[src/rtl/spi_tx_shifter.sv]
// SPI mode-0 transmit stage: pops bytes from an upstream FIFO and shifts them out MSB first,
// keeping CS_N low across back-to-back bytes while data remains and the block stays enabled.
module spi_tx_shifter #(
   parameter int unsigned DATA_W  = 8,
   parameter int unsigned CLK_DIV = 4
) (
   input  logic              clk,
   input  logic              rst_n,
   input  logic              enable,
   input  logic              fifo_empty,
   input  logic [DATA_W-1:0] fifo_data,
   output logic              fifo_rd,
   output logic              sclk,
   output logic              mosi,
   output logic              cs_n,
   output logic              busy,
   output logic              done
);

   localparam int unsigned DivW = (CLK_DIV > 1) ? $clog2(CLK_DIV) : 1;
   localparam int unsigned CntW = $clog2(DATA_W) + 1;

   localparam logic [DivW-1:0] DivLast = DivW'(CLK_DIV - 1);
   localparam logic [CntW-1:0] BitLast = CntW'(DATA_W - 1);

   localparam logic [1:0] StIdle  = 2'd0;
   localparam logic [1:0] StFetch = 2'd1;
   localparam logic [1:0] StLoad  = 2'd2;
   localparam logic [1:0] StShift = 2'd3;

   logic [1:0]        state_q, state_d;
   logic [DivW-1:0]   div_q, div_d;
   logic [CntW-1:0]   bit_q, bit_d;
   logic              phase_q, phase_d;
   logic [DATA_W-1:0] shreg_q, shreg_d;
   logic              mosi_q, mosi_d;
   logic              cs_n_q, cs_n_d;
   logic              done_q, done_d;
   logic              want_next;

   assign want_next = enable & ~fifo_empty;

   always_comb begin
      state_d = state_q;
      div_d   = div_q;
      bit_d   = bit_q;
      phase_d = phase_q;
      shreg_d = shreg_q;
      mosi_d  = mosi_q;
      cs_n_d  = cs_n_q;
      done_d  = 1'b0;
      case (state_q)
         StIdle: begin
            cs_n_d = 1'b1;
            if (want_next) begin
               state_d = StFetch;
            end
         end
         StFetch: begin
            state_d = StLoad;
         end
         StLoad: begin
            shreg_d = fifo_data;
            mosi_d  = fifo_data[DATA_W-1];
            bit_d   = '0;
            div_d   = '0;
            phase_d = 1'b0;
            cs_n_d  = 1'b0;
            state_d = StShift;
         end
         StShift: begin
            if (div_q == DivLast) begin
               div_d   = '0;
               phase_d = ~phase_q;
               if (phase_q) begin
                  bit_d   = bit_q + 1'b1;
                  shreg_d = shreg_q << 1;
                  if (bit_q == BitLast) begin
                     // mosi keeps the last bit through the inter-byte gap
                     done_d = 1'b1;
                     if (want_next) begin
                        state_d = StFetch;
                     end else begin
                        state_d = StIdle;
                        cs_n_d  = 1'b1;
                     end
                  end else begin
                     mosi_d = shreg_d[DATA_W-1];
                  end
               end
            end else begin
               div_d = div_q + 1'b1;
            end
         end
         default: begin
            state_d = StIdle;
         end
      endcase
   end

   always_ff @(posedge clk) begin
      if (!rst_n) begin
         state_q <= StIdle;
         div_q   <= '0;
         bit_q   <= '0;
         phase_q <= 1'b0;
         shreg_q <= '0;
         mosi_q  <= 1'b0;
         cs_n_q  <= 1'b1;
         done_q  <= 1'b0;
      end else begin
         state_q <= state_d;
         div_q   <= div_d;
         bit_q   <= bit_d;
         phase_q <= phase_d;
         shreg_q <= shreg_d;
         mosi_q  <= mosi_d;
         cs_n_q  <= cs_n_d;
         done_q  <= done_d;
      end
   end

   assign fifo_rd = (state_q == StFetch);
   assign busy    = (state_q != StIdle);
   assign sclk    = phase_q;
   assign mosi    = mosi_q;
   assign cs_n    = cs_n_q;
   assign done    = done_q;

endmodule

[config.mk]
export PLATFORM = sky130hd
export DESIGN_NAME = spi_tx_shifter
export DESIGN_NICKNAME = d
export VERILOG_FILES = /design/src/rtl/spi_tx_shifter.sv
export SDC_FILE = /design/constraint.sdc
export NUM_CORES = 1
export LEC_CHECK = 0
export CORE_MARGIN = 8
export CORE_UTILIZATION = 35
export CTS_BUF_LIST = sky130_fd_sc_hd__clkbuf_4 sky130_fd_sc_hd__clkbuf_8 sky130_fd_sc_hd__clkbuf_16
export DETAILED_ROUTE_END_ITERATION = 10
export PLACE_DENSITY = 0.64
export SETUP_SLACK_MARGIN = 0.5
export SLEW_MARGIN = 0
export SYNTH_ARGS = -nofsm -noshare
export SYNTH_HDL_FRONTEND = slang
export SYNTH_SLANG_ARGS = --single-unit
[constraint.sdc]
create_clock -name clk -period 1.47 [get_ports clk]
set_clock_uncertainty 0.05 [all_clocks]
set_input_delay 0.294 -clock clk [delete_from_list [all_inputs] [get_ports clk]]
set_output_delay 0.294 -clock clk [all_outputs]
set_load 0.05 [all_outputs]
Word level (Yosys, flattened, before mapping)
Cells that the tools add are included.
Cells by class
  add/sub/neg operators: 2
  multipliers: 0
  div/mod/pow operators: 0
  magnitude comparators: 0
  eq/ne operators: 11
  shift operators: 0
  muxes and demuxes: 26
  bitwise gates (word level): 3
  reductions and logical operators: 10
Operators with widths (number)
  $mux W7: 2
  $pmux W7 S2: 1
  $ne A2 B2 Y1 const B: 6
  $reduce_and A4 Y1: 3
  $mux W1: 10
  $mux W2: 5
  $mux W4: 2
  $pmux W2 S4: 1
  $pmux W4 S2: 1
  $eq A2 B2 Y1 const B: 3
  $reduce_and A5 Y1: 1
  $add A4 B1 Y4 const B: 1
  $eq A4 B3 Y1 const B: 1
  $pmux W1 S2: 2
  $pmux W2 S2: 1
  $reduce_bool A2 Y1: 2
  $pmux W1 S3: 1
  $reduce_and A3 Y1: 1
  $reduce_bool A3 Y1: 1
  $add A2 B1 Y2 const B: 1
  $eq A2 B1 Y1 const B: 1
  $logic_not A2 Y1: 1
  $not A1 Y1: 2
  $reduce_and A2 Y1: 1
  $and A1 B1 Y1: 1
Storage, ports and cells
  register bits: 19
  latch bits: 0
  RAM bits: 0
  memory bits (read-only): 0
  input port bits: 12
  output and inout port bits: 6
  word-level logic and storage cells: 60
  memories kept: 0

Longest topological paths before layout
Gate-level depths: netlist of the first run.
  depth after elaboration: 7
  depth in mapped cells: 7
  depth with buffers taken out: 6

Worst setup path before layout of the first run
OpenSTA, ideal clock, no wires.
  path kind: flip-flop to flip-flop
  start point: register phase_q, in the netlist sclk
  end point: register cs_n_q, in the netlist cs_n
  setup time: 0.123 ns
  data arrival time: 1.537 ns
  data required time: 1.297 ns
  slack: -0.241 ns
  cell stages (with the launch flop): 5
  path buffers: 1
  period minus slack after synthesis: 1.711 ns
  cell sequence: dfxtp_1 -> buf_2 -> nand3_2 -> a221oi_2 -> mux2_1
Between the ends
  word-level cells in the longest chain between the ends: 2
RTL lines
  from (decl): RTL line 34  | logic phase_q, phase_d;
  from (signal assigned): RTL line 115  | phase_q <= phase_d;
  $ne A2 B2 Y1 (no source line)
  $reduce_and A5 Y1 (no source line)
  to (signal assigned): RTL line 118  | cs_n_q <= cs_n_d;
  to (decl): RTL line 37  | logic cs_n_q, cs_n_d;
Every way passes these cells.
A chain may end at the register's enable or synchronous reset.

Worst setup path after layout of the first run
  start point: register state_q[0]
  end point: register state_q[0]
Between the ends
  word-level cells in the longest chain between the ends: 3
  elaborated cells on any way between the ends: 10
  those cells by class: eq/ne (7); mux (1); reduce/logical (2)
RTL lines
  from (decl): RTL line 31  | logic [1:0] state_q, state_d;
  from (signal assigned): RTL line 103  | state_q <= StIdle;
  from (signal assigned): RTL line 112  | state_q <= state_d;
  $eq A2 B2 Y1 / $logic_not A2 Y1 (equally long branches): RTL line 52  | case (state_q)
  $ne A2 B2 Y1 (no source line)
  $reduce_and A4 Y1 (no source line)
Parallel ways exist; a longest one is shown, timed or not.

==> metrics.txt, run 1 <==
Via density 5.20; FF-to-FF End state_q[0]; fraction of the yosys area taken by sequential cells a little under two fifths; min cycle time layout 1.64 ns; failing checks setup timing; crit path buf inv count 5; PD cells 1600 nW/um^2; fin. max-slew vios 0; Net Sw Power 1.04 mW; Synth Area in Adders 8.45%; Reg2Reg Depth 9; Comb pwr share 60.9%; layout cells sized above 1 45.6%; Compound-Gate Fraction of Synth Area 19.7%; slowest CP cell dfxtp_4; Inserted Clock Buffers 3; total power about 2.7 mW; cell area after layout around 1700 um^2; met1 usage 11.8%; min-delay worst type register to register; HPWL Detailed around 1800 um; core area 2780 um^2; Final GP Congestion 0.735; DRC violations left 0; WP depth 9; Synth Register Bits 19; Net Count, Synth 128; Worst-Margin Slew 0.316 ns; main combinational cell family by area after synthesis compound AO/OA/AOI/OAI gates; initial DRC count 26; Critical Path RT 1.67 ns; port bufs 17; Post-Syn Area 1040 um^2; Total GRT Usage around 11%; DIE HEIGHT a little over 70 um; Vias 936; WHS Path Cells 1; site row count 19; Critical Path Fanout Max 3; critical path, cell by cell inv_4 -> buf_6 -> ha_4 -> clkinvlp_4 -> buf_4 -> buf_4 -> o221a_4 -> a21oi_2 -> a31o_4; M2 GR Usage 21.4%; Peak VDD IR ~1.1 mV; Initial Utilization 37.2%; layer with the highest usage met2; clock buffer depth 2; Die X 70.4 um; Crit path top cell by count buf_4; GRT Residual Overflow 0; io pins 18; routed wire length 2760 um; CP endpoint kind register; vias in the first global route slightly above 1k; Clock Latency Late Sink 0.30 ns; part of the power in registers 28.7%; Root Buffer clkbuf_4; Final #Nets 169; largest net degree at the start of global routing 12; worst hold margin 0.464 ns; Post-Syn Instances around 110; CP startpoint kind register; crit share post-route 112%; cell family contributing the most delay on the critical path compound AO/OA/AOI/OAI gates; # H-tree levels 1; Final Hold Fails 0; CP startpoint state_q[0]; area of the die 4960 um^2; first-pass GRT wire length 4660 um; mux share of post-synthesis cell area 10.9%; post-route ant nets 0; Clk pwr share 10.4%; Synth Area in XOR/XNOR 0%; crit path DAT approximately 1.8 ns; Clk pin slew, worst setup/hold paths 0.12 ns; grt met3 use between 2 and 2.5%; YS warnings 0; simple-gate area share of the yosys netlist 18.6%; per-cell routed wire length 15.3 um; Pint 1.62 mW; Lkg Pwr 0.706 nW; f_max 610 MHz; synthesized area per cell 9.50 um^2; Crit Path Class register to register; Final setup viols 15; Area after DPL about 1500 um^2; Sw Share between 30% and 40%; status finished, violations left; DRT Pass-1 Iters 4; max-cap viol count 0; reg2reg start state_q[0]; unrepaired setup endpoints after global routing yes; register-to-register setup slack -0.17 ns; CTS Sinks 19; Area Growth Syn to Fin 60.6%; slowest stage delay, CP 0.38 ns; Critical Path Sink state_q[0]; unique cell type count in the Yosys netlist 34; final setup margin -0.170 ns; Max-slew headroom 78.9%; CTS tree built; initial antenna violation count 0; Antenna Cells 0
==> registers in the layout (all words and copies together), names as in the netlist <==
signal,count
state_q,2
done,1
bit_q,4
cs_n,1
sclk,1
mosi,1
shreg_q,7
div_q,2
==> worst reg2reg max path: stages (launching register included) <==
cell and delay, ns:
dfxtp_4 0.38, inv_4 0.05, buf_6 0.09, ha_4 0.13, clkinvlp_4 0.09, buf_4 0.13, buf_4 0.13, o221a_4 0.26
a21oi_2 0.18, a31o_4 0.11
==> stage by stage <==
| stage | worst slack, ns | instances | utilization [%] | setup TNS (ns) |
|---|---|---|---|---|
| 3_3_place_gp | -0.201 | 165 | 52.5 | -0.701 |
| 4_1_cts | -0.172 | 179 | 57.8 | -1.38 |
| 3_5_place_dp | -0.249 | 165 | 52.5 | -1.10 |
| 6_report | -0.170 | 180 | 59.8 | -1.45 |
| 5_1_grt | -0.231 | 180 | 59.8 | -2.29 |
| 2_1_floorplan | -0.0447 | 109 | - | -0.266 |
==> cell usage after synthesis <==
cell | instances | area share (%)
and3b_2 | 1 | 0.97
o21ai_0 | 4 | 1.9
and2_1 | 4 | 2.4
nand2b_1 | 3 | 1.8
nor2_1 | 1 | 0.36
o221a_2 | 1 | 1.1
mux2i_1 | 9 | 8.7
ha_1 | 7 | 8.5
a31o_2 | 1 | 0.85
a21boi_0 | 2 | 1.4
inv_1 | 6 | 2.2
o22ai_1 | 1 | 0.60
dfxtp_1 | 19 | 37
buf_4 | 1 | 0.72
mux2_1 | 1 | 1.1
o21a_4 | 1 | 1.4
nand3_1 | 4 | 1.9
o21a_1 | 1 | 0.72
o2bb2ai_1 | 1 | 0.85
a21oi_1 | 2 | 0.97
buf_6 | 1 | 1.1
mux2_2 | 1 | 1.1
nand4_1 | 1 | 0.60
a21bo_2 | 1 | 0.97
buf_2 | 2 | 0.97
nand3_2 | 1 | 0.97
nor3_1 | 2 | 0.97
clkbuf_1 | 2 | 0.72
nor2b_1 | 4 | 2.4
a31oi_1 | 1 | 0.60
nand2_1 | 12 | 4.3
o211a_1 | 7 | 6.8
a221oi_2 | 1 | 1.4
and3_1 | 3 | 1.8
==> power by group through the flow <==
stage | registers, mW | logic, mW | clock network [mW]
2_1_floorplan | 0.827 | 0.730 | 0
3_3_place_gp | 0.787 | 1.21 | 0
3_5_place_dp | 0.798 | 1.25 | 0
4_1_cts | 0.766 | 1.54 | 0.288
5_1_grt | 0.783 | 1.72 | 0.306
6_report | 0.764 | 1.62 | 0.275
==> layer usage <==
metal	wire length [um]	vias up	part of all wire (%)
met5	0	-	0
met4	43	0	1.6
met3	65	4	2.4
met2	1470	9	53
met1	1180	452	43
li1	-	471	-
==> layout make-up <==
class	count	area (um^2)
Clock buffer	3	22.5
Sequential cell	19	398
Tap cell	31	38.8
Inverter	6	33.8
Clock inverter	1	5.00
Fill cell	242	1120
Timing Repair Buffer	39	403
Multi-Input combinational cell	81	763
==> layout by cell type, fill, tap and decap left out, types with 4 or more instances in the layout <==
master / instances
nor2b_1: 4
dfxtp_1: 11
buf_4: 20
dfxtp_2: 5
mux2i_1: 9
and2_1: 4
clkdlybuf4s50_1: 11
o211a_1: 7
nand3_1: 4
buf_12: 6
nand2_1: 11
ha_4: 5
==> kinds of logic after synthesis <==
kind of cell | after synthesis
flip-flops | 19
buffers and inverters | 12
AO/OA/AOI/OAI | 24
multiplexers | 11
AND/OR/NAND/NOR | 36
adder cells (fa/ha/maj) | 7
==> worst min path at each step <==
stage,from,to,slack [ns]
2_1_floorplan,bit_q[1],bit_q[1],0.41
3_3_place_gp,shreg_q[5],shreg_q[5],0.43
3_5_place_dp,shreg_q[1],shreg_q[1],0.44
4_1_cts,shreg_q[1],shreg_q[1],0.47
5_1_grt,shreg_q[1],shreg_q[1],0.49
6_report,shreg_q[1],shreg_q[1],0.46
==> what timing repair did <==
item,in CTS,in global routing
hold buffers,0,0
buffers inserted,7,1
pin swaps,3,6
resized for setup,12,10
setup endpoints to repair,25,25
gates cloned,3,0
No activity file was read; power rests on OpenSTA's default activity.
==> run 2, diff against run 1 <==
--- a/config.mk
+++ b/config.mk
@@ -15,3 +15,4 @@
 export SYNTH_ARGS = -nofsm -noshare
 export SYNTH_HDL_FRONTEND = slang
 export SYNTH_SLANG_ARGS = --single-unit
+export TNS_END_PERCENT = 100
==> results of run 2 <==
Same layout as run 1: the final DEF is identical, and so are final timing and power.
==> run 3, diff against run 2 <==
--- a/config.mk
+++ b/config.mk
@@ -8,8 +8,10 @@
 export CORE_MARGIN = 8
 export CORE_UTILIZATION = 35
 export CTS_BUF_LIST = sky130_fd_sc_hd__clkbuf_4 sky130_fd_sc_hd__clkbuf_8 sky130_fd_sc_hd__clkbuf_16
+export CTS_CLUSTER_SIZE = 25
 export DETAILED_ROUTE_END_ITERATION = 10
-export PLACE_DENSITY = 0.64
+export DONT_BUFFER_PORTS = 1
+export PLACE_DENSITY = 0.56
 export SETUP_SLACK_MARGIN = 0.5
 export SLEW_MARGIN = 0
 export SYNTH_ARGS = -nofsm -noshare
==> run 3 against run 2 <==
Critical endpoint is now cs_n. Clock power rose by 4%. First-iteration DRC count decreased by 42%. The flow still finishes with violations (setup timing). Core utilization fell by 7.6 points. Flip-flop and latch count unchanged. Non-clock buffer count is 18 lower. Hold slack got worse by 0.43 ns. Global-route usage fell by 1.8 points.
==> metrics.txt, run 3 (same netlist as run 1, synthesis figures left out) <==
register-to-register setup slack -0.06 ns (was -0.17 ns); CP startpoint kind register (unchanged); reg2reg start bit_q[0] (was state_q[0]); Final #Nets 150 (was 169); number of instances in the placed design 150 (was 165); min cycle time layout 1.53 ns (was 1.64 ns); post-layout util 52.3% (was 59.8%); f_max 652 MHz (was 610 MHz); routed wire length 2440 um (was 2760 um); crit path DAT 1.69 ns (was 1.84 ns); Initial Utilization 37.2% (unchanged); Root Buffer clkbuf_4 (unchanged); PD cells 1610 nW/um^2 (was 1600 nW/um^2); vias in the first global route 866 (was 1,018); crit share post-route 104% (was 112%); Crit Path Class register to register (unchanged); fin. max-slew vios 0 (unchanged); Clk pin slew, worst setup/hold paths 0.12 ns (about the same); per-cell routed wire length 15.1 um (was 15.3 um); Total GRT Usage 9.56% (was 11.4%); core area 2780 um^2 (unchanged); Worst-Margin Slew 0.300 ns (was 0.316 ns); Lkg Pwr 0.601 nW (was 0.706 nW); Max-slew headroom 79.9% (was 78.9%); setup slack at placement -0.0626 ns (was -0.249 ns); Reg2Reg Depth 5 (was 9); CP endpoint kind register (unchanged); DIE HEIGHT 70.4 um (unchanged); Antenna Cells 0 (unchanged); # H-tree levels 1 (unchanged); area of the die 4960 um^2 (unchanged); CTS Hold Buffers Added 0 (unchanged); Area Growth Syn to Fin 40.3% (was 60.6%); Clock Latency Late Sink 0.32 ns (was 0.30 ns); unrepaired setup endpoints after global routing yes (unchanged); site row count 19 (unchanged); max reg flops 7 (unchanged); HPWL Detailed 1590 um (was 1830 um); post-route ant nets 0 (unchanged); largest net degree at the start of global routing 22 (was 12); GRT Residual Overflow 0 (unchanged); clock buffer depth 2 (unchanged); Hold Startpoint rst_n (was shreg_q[1]); most common cell after layout, fill and taps aside buf_4 (unchanged); failing checks setup timing (unchanged); largest registers shreg_q x7, bit_q x4 (unchanged); first-pass GRT wire length 3940 um (was 4660 um); DRC violations left 0 (unchanged); WHS Path Cells 1 (unchanged); Area after DPL 1240 um^2 (was 1460 um^2); max-cap viol count 0 (unchanged); final setup margin -0.0642 ns (was -0.170 ns); status finished, violations left (unchanged); Final GP Congestion 0.768 (was 0.735); CTS tree built (unchanged); Vias 853 (was 936); min-delay worst type input pin to register (was register to register); Final setup viols 14 (was 15); Critical Path Fanout Max 2 (was 3); Final Hold Fails 0 (unchanged); Peak VDD IR 1.09 mV (was 1.06 mV); Reg with most FFs shreg_q (unchanged); initial antenna violation count 0 (unchanged); Critical Path RT 1.63 ns (was 1.67 ns); Via density 5.30 (was 5.20); total power 2.34 mW (was 2.66 mW); port bufs 0 (was 17); DRT Pass-1 Iters 4 (unchanged); Inserted Clock Buffers 3 (unchanged); most frequent cells in the layout 13 x buf_4, 12 x dfxtp_1, 11 x nand2_1 (was 20 x buf_4, 11 x nand2_1, 11 x dfxtp_1, 11 x clkdlybuf4s50_1, 9 x mux2i_1); io pins 18 (unchanged); FF-to-FF End cs_n (was state_q[0]); initial DRC count 15 (was 26); Hold EP shreg_q[0] (was shreg_q[1]); CTS Sinks 19 (unchanged); layout cells sized above 1 46.9% (was 45.6%); Finished Layout Cells 161 (was 180); Die X 70.4 um (unchanged); cell area after layout 1450 um^2 (was 1660 um^2)
-- run 3: cell types whose count changed in the layout (fill, tap and decap cells not counted), moves of 3 or more --
cell | before | now
buf_12 | 6 | 0
buf_4 | 20 | 13
buf_6 | 2 | 5
buf_8 | 0 | 3
clkdlybuf4s50_1 | 11 | 0
-- run 3: final cells by class --
cell class	instances	area (um^2)
fill	253	1330
multi-input combinational	80	751
sequential	19	397
timing repair buffer	21	199
inverter	6	38.8
tap	31	38.8
clock buffer	3	22.5
clock inverter	1	7.51
-- run 3: metrics by stage --
stage	hold slack, ns	TNS (ns)
2_1_floorplan	0.411	-0.266
3_3_place_gp	0.366	-0.259
3_5_place_dp	0.373	-0.375
4_1_cts	0.0414	-0.456
5_1_grt	0.0241	-1.03
6_report	0.0377	-0.332
-- run 3: worst max-delay path, stage by stage (launching register included) --
cell and delay (ns):
dfxtp_2 0.35, ha_1 0.15, and3b_2 0.20, nand3_2 0.08
a221oi_2 0.26, mux2_1 0.34
-- run 3: worst max-delay path by stage --
stage	start	end	slack, ns	cells after the start
after CTS	bit_q[0]	cs_n	-0.06	5
after global routing	bit_q[0]	cs_n	-0.12	5
after floorplan	state_q[1]	state_q[0]	-0.04	5
after global placement	state_q[1]	state_q[0]	-0.06	5
after detailed placement	state_q[1]	state_q[0]	-0.06	5
final	bit_q[0]	cs_n	-0.06	5
-- run 3: layer usage --
metal / vias up / GRT usage [%] / wire, um
li1: 430 / - / -
met1: 408 / 10.7 / 1060
met2: 11 / 16.3 / 1230
met3: 4 / 4.10 / 121
met4: 0 / 2.01 / 25
met5: - / 0 / 0
-- run 3: power breakdown --
group / switching (mW) / internal [mW] / leakage, nW
combinational: 0.618 / 0.629 / 0.429
sequential: 0.160 / 0.649 / 0.158
clock: 0.183 / 0.104 / 0.0139
-- run 3: what timing repair did --
item	4_1_cts	5_1_grt
buffers inserted	3	2
pin swaps	0	3
resized for setup	15	16
setup endpoints to repair	25	25
gates cloned	0	2
==> RTL edit (config.mk and constraints of run 2) <==
Set the parameter `CLK_DIV` to 2 (it was 4).
--- a/src/rtl/spi_tx_shifter.sv
+++ b/src/rtl/spi_tx_shifter.sv
@@ -4,3 +4,3 @@
    parameter int unsigned DATA_W  = 8,
-   parameter int unsigned CLK_DIV = 4
+   parameter int unsigned CLK_DIV = 2
 ) (
Check against the original RTL: not equivalent (Yosys sat finds a counterexample within 10 cycles, from zero or initial values and one cycle with rst_n low).
==> RTL edit against run 2 <==
  * The run still ends with setup timing left
  * Routed wire length down 7.1%
  * Sequential share of layout area down 1.6 points
  * Sequential cell count down 1
  * Setup slack better by 0.15 ns
  * Total power down 11%
  * Clock power up 12%
  * Utilization up 2.1 points
  * Design area up 1.8%
  * Area after synthesis down 3.9%
  * Cell count unchanged
  * Largest power group unchanged
  * Highest routed layer unchanged
==> RTL edit: results (changes against run 2) <==
* Final WS setup at -0.0216 ns (+0.148 ns)
* Hold endpoint: mosi$_SDFFE_PN0P_
* Status: finished, violations left
* Met3 usage at 0.0243 (+0.00172)
* Failing checks: setup timing
* DR pass1 iterations at 3 (-1)
* Reg2reg end: cs_n$_SDFFE_PN1P_
* Worst r2r path cells at 6 (-3)
* Vias in the first global route at 909 (-11%)
* Clock Pin Slew Worst Setup and Hold Paths at 0.10 ns (-0.02 ns)
* Reg2Reg Launch Point: state_q[0]$_SDFFE_PN0P_
* CTS resizes at 23 (+11)
* Via count at 917 (-2.0%)
* Worst Path Arrival at 1.15 ns (-0.69 ns)
* Hold Crit Class: input pin to flip-flop
* Layout fillers at 217 (-10%)
* All-Layer GR Usage at 0.108 (-0.00583)
* First-pass GRT wire length at 4340 um (-6.8%)
* Syn_nets at 124 (-3.1%)
* Max reg flops at 7 (unchanged)
* # setup viols final at 4 (-11)
* Root Buffer: clkbuf_4
* Met2 usage at 0.188 (-0.0268)
* Hold_ws at 0.375 ns (-0.0884 ns)
* Buffer count from post-CTS setup fixing at 9 (+2)
* Largest regs: shreg_q x7, bit_q x4, state_q x2
* Synth Flop Type: dfxtp_1
* Post-DR wirelength/cell at 14.2 um (-7.1%)
* Post-synthesis sequential area ratio at 0.362 (-0.00534)
* Layout cell share with drive strength beyond 1 at 0.503 (+0.0470)
* Synth Instances at 106 (-2.8%)
* Fin Setup TNS at -0.0713 ns (+1.38 ns)
* WL final at 2560 um (-7.1%)
* DRT iter0 DRCs at 10 (-62%)
* Hold Path Depth at 2 (+1)
* Maximum vdd drop at 1.16 mV (+9.2%)
* Delay-heaviest family, CP: flip-flops
* Area contributors post-synth: dfxtp_1, ha_1, mux2i_1
* Post-DP HPWL at 1770 um (-3.3%)
* Post-synth cell types at 37 (+8.8%)
* CP startpoint kind: flip-flop
* Pre-CTS WS at -0.184 ns (+0.0646 ns)
* Setup crit end: busy
* Largest net degree at the start of global routing at 13 (+1)
* GR Util met1 at 0.124 (+0.00641)
* Placed instance area at 0.00144 mm2 (-1.1%)
* RePlAce Congestion at 0.781 (+6.3%)
* Detail Route Antenna Nets at 0 (unchanged)
* H-tree lvl count at 1 (unchanged)
* Worst slew pin tran at 0.253 ns (-0.0628 ns)
* Synth top cells by count: dfxtp_1, nor2_1, mux2i_1, ha_1
* Crit path largest cell delay at 0.40 ns (+0.02 ns)
* Crit Path Max Fanout at 5 (+2)
* Leakage at 0.000654 uW (-7.4%)
* HP Start: rst_n
==> RTL edit: kinds of logic (layout without fill, tap and decap cells) <==
group	after synthesis	after routing	synth area share
flops	18	18	0.362
fa+ha+maj	6	6	0.0754
buf+inv	9	52	0.0440
simple gates	42	42	0.256
compound gates	22	22	0.170
mux	9	9	0.0930
==> RTL edit: metal layers <==
| layer | vias up | share of wire |
|---|---|---|
| li1 | 468 | - |
| met1 | 429 | 0.42 |
| met2 | 14 | 0.54 |
| met3 | 6 | 0.024 |
| met4 | 0 | 0.016 |
| met5 | - | 0 |
==> RTL edit: layout make-up <==
class	count	area, um2	area share
sequential	18	378	0.223
inverter	5	30.0	0.0177
timing repair buffer	43	467	0.275
clock buffer	4	36.3	0.0214
tap	31	38.8	0.0229
multi-input combinational	79	744	0.439
==> RTL edit: where the power goes <==
part           switching [uW]  internal [uW]  total, uW
combinational             630            727       1360
sequential                113            598        711
clock                     157            151        308
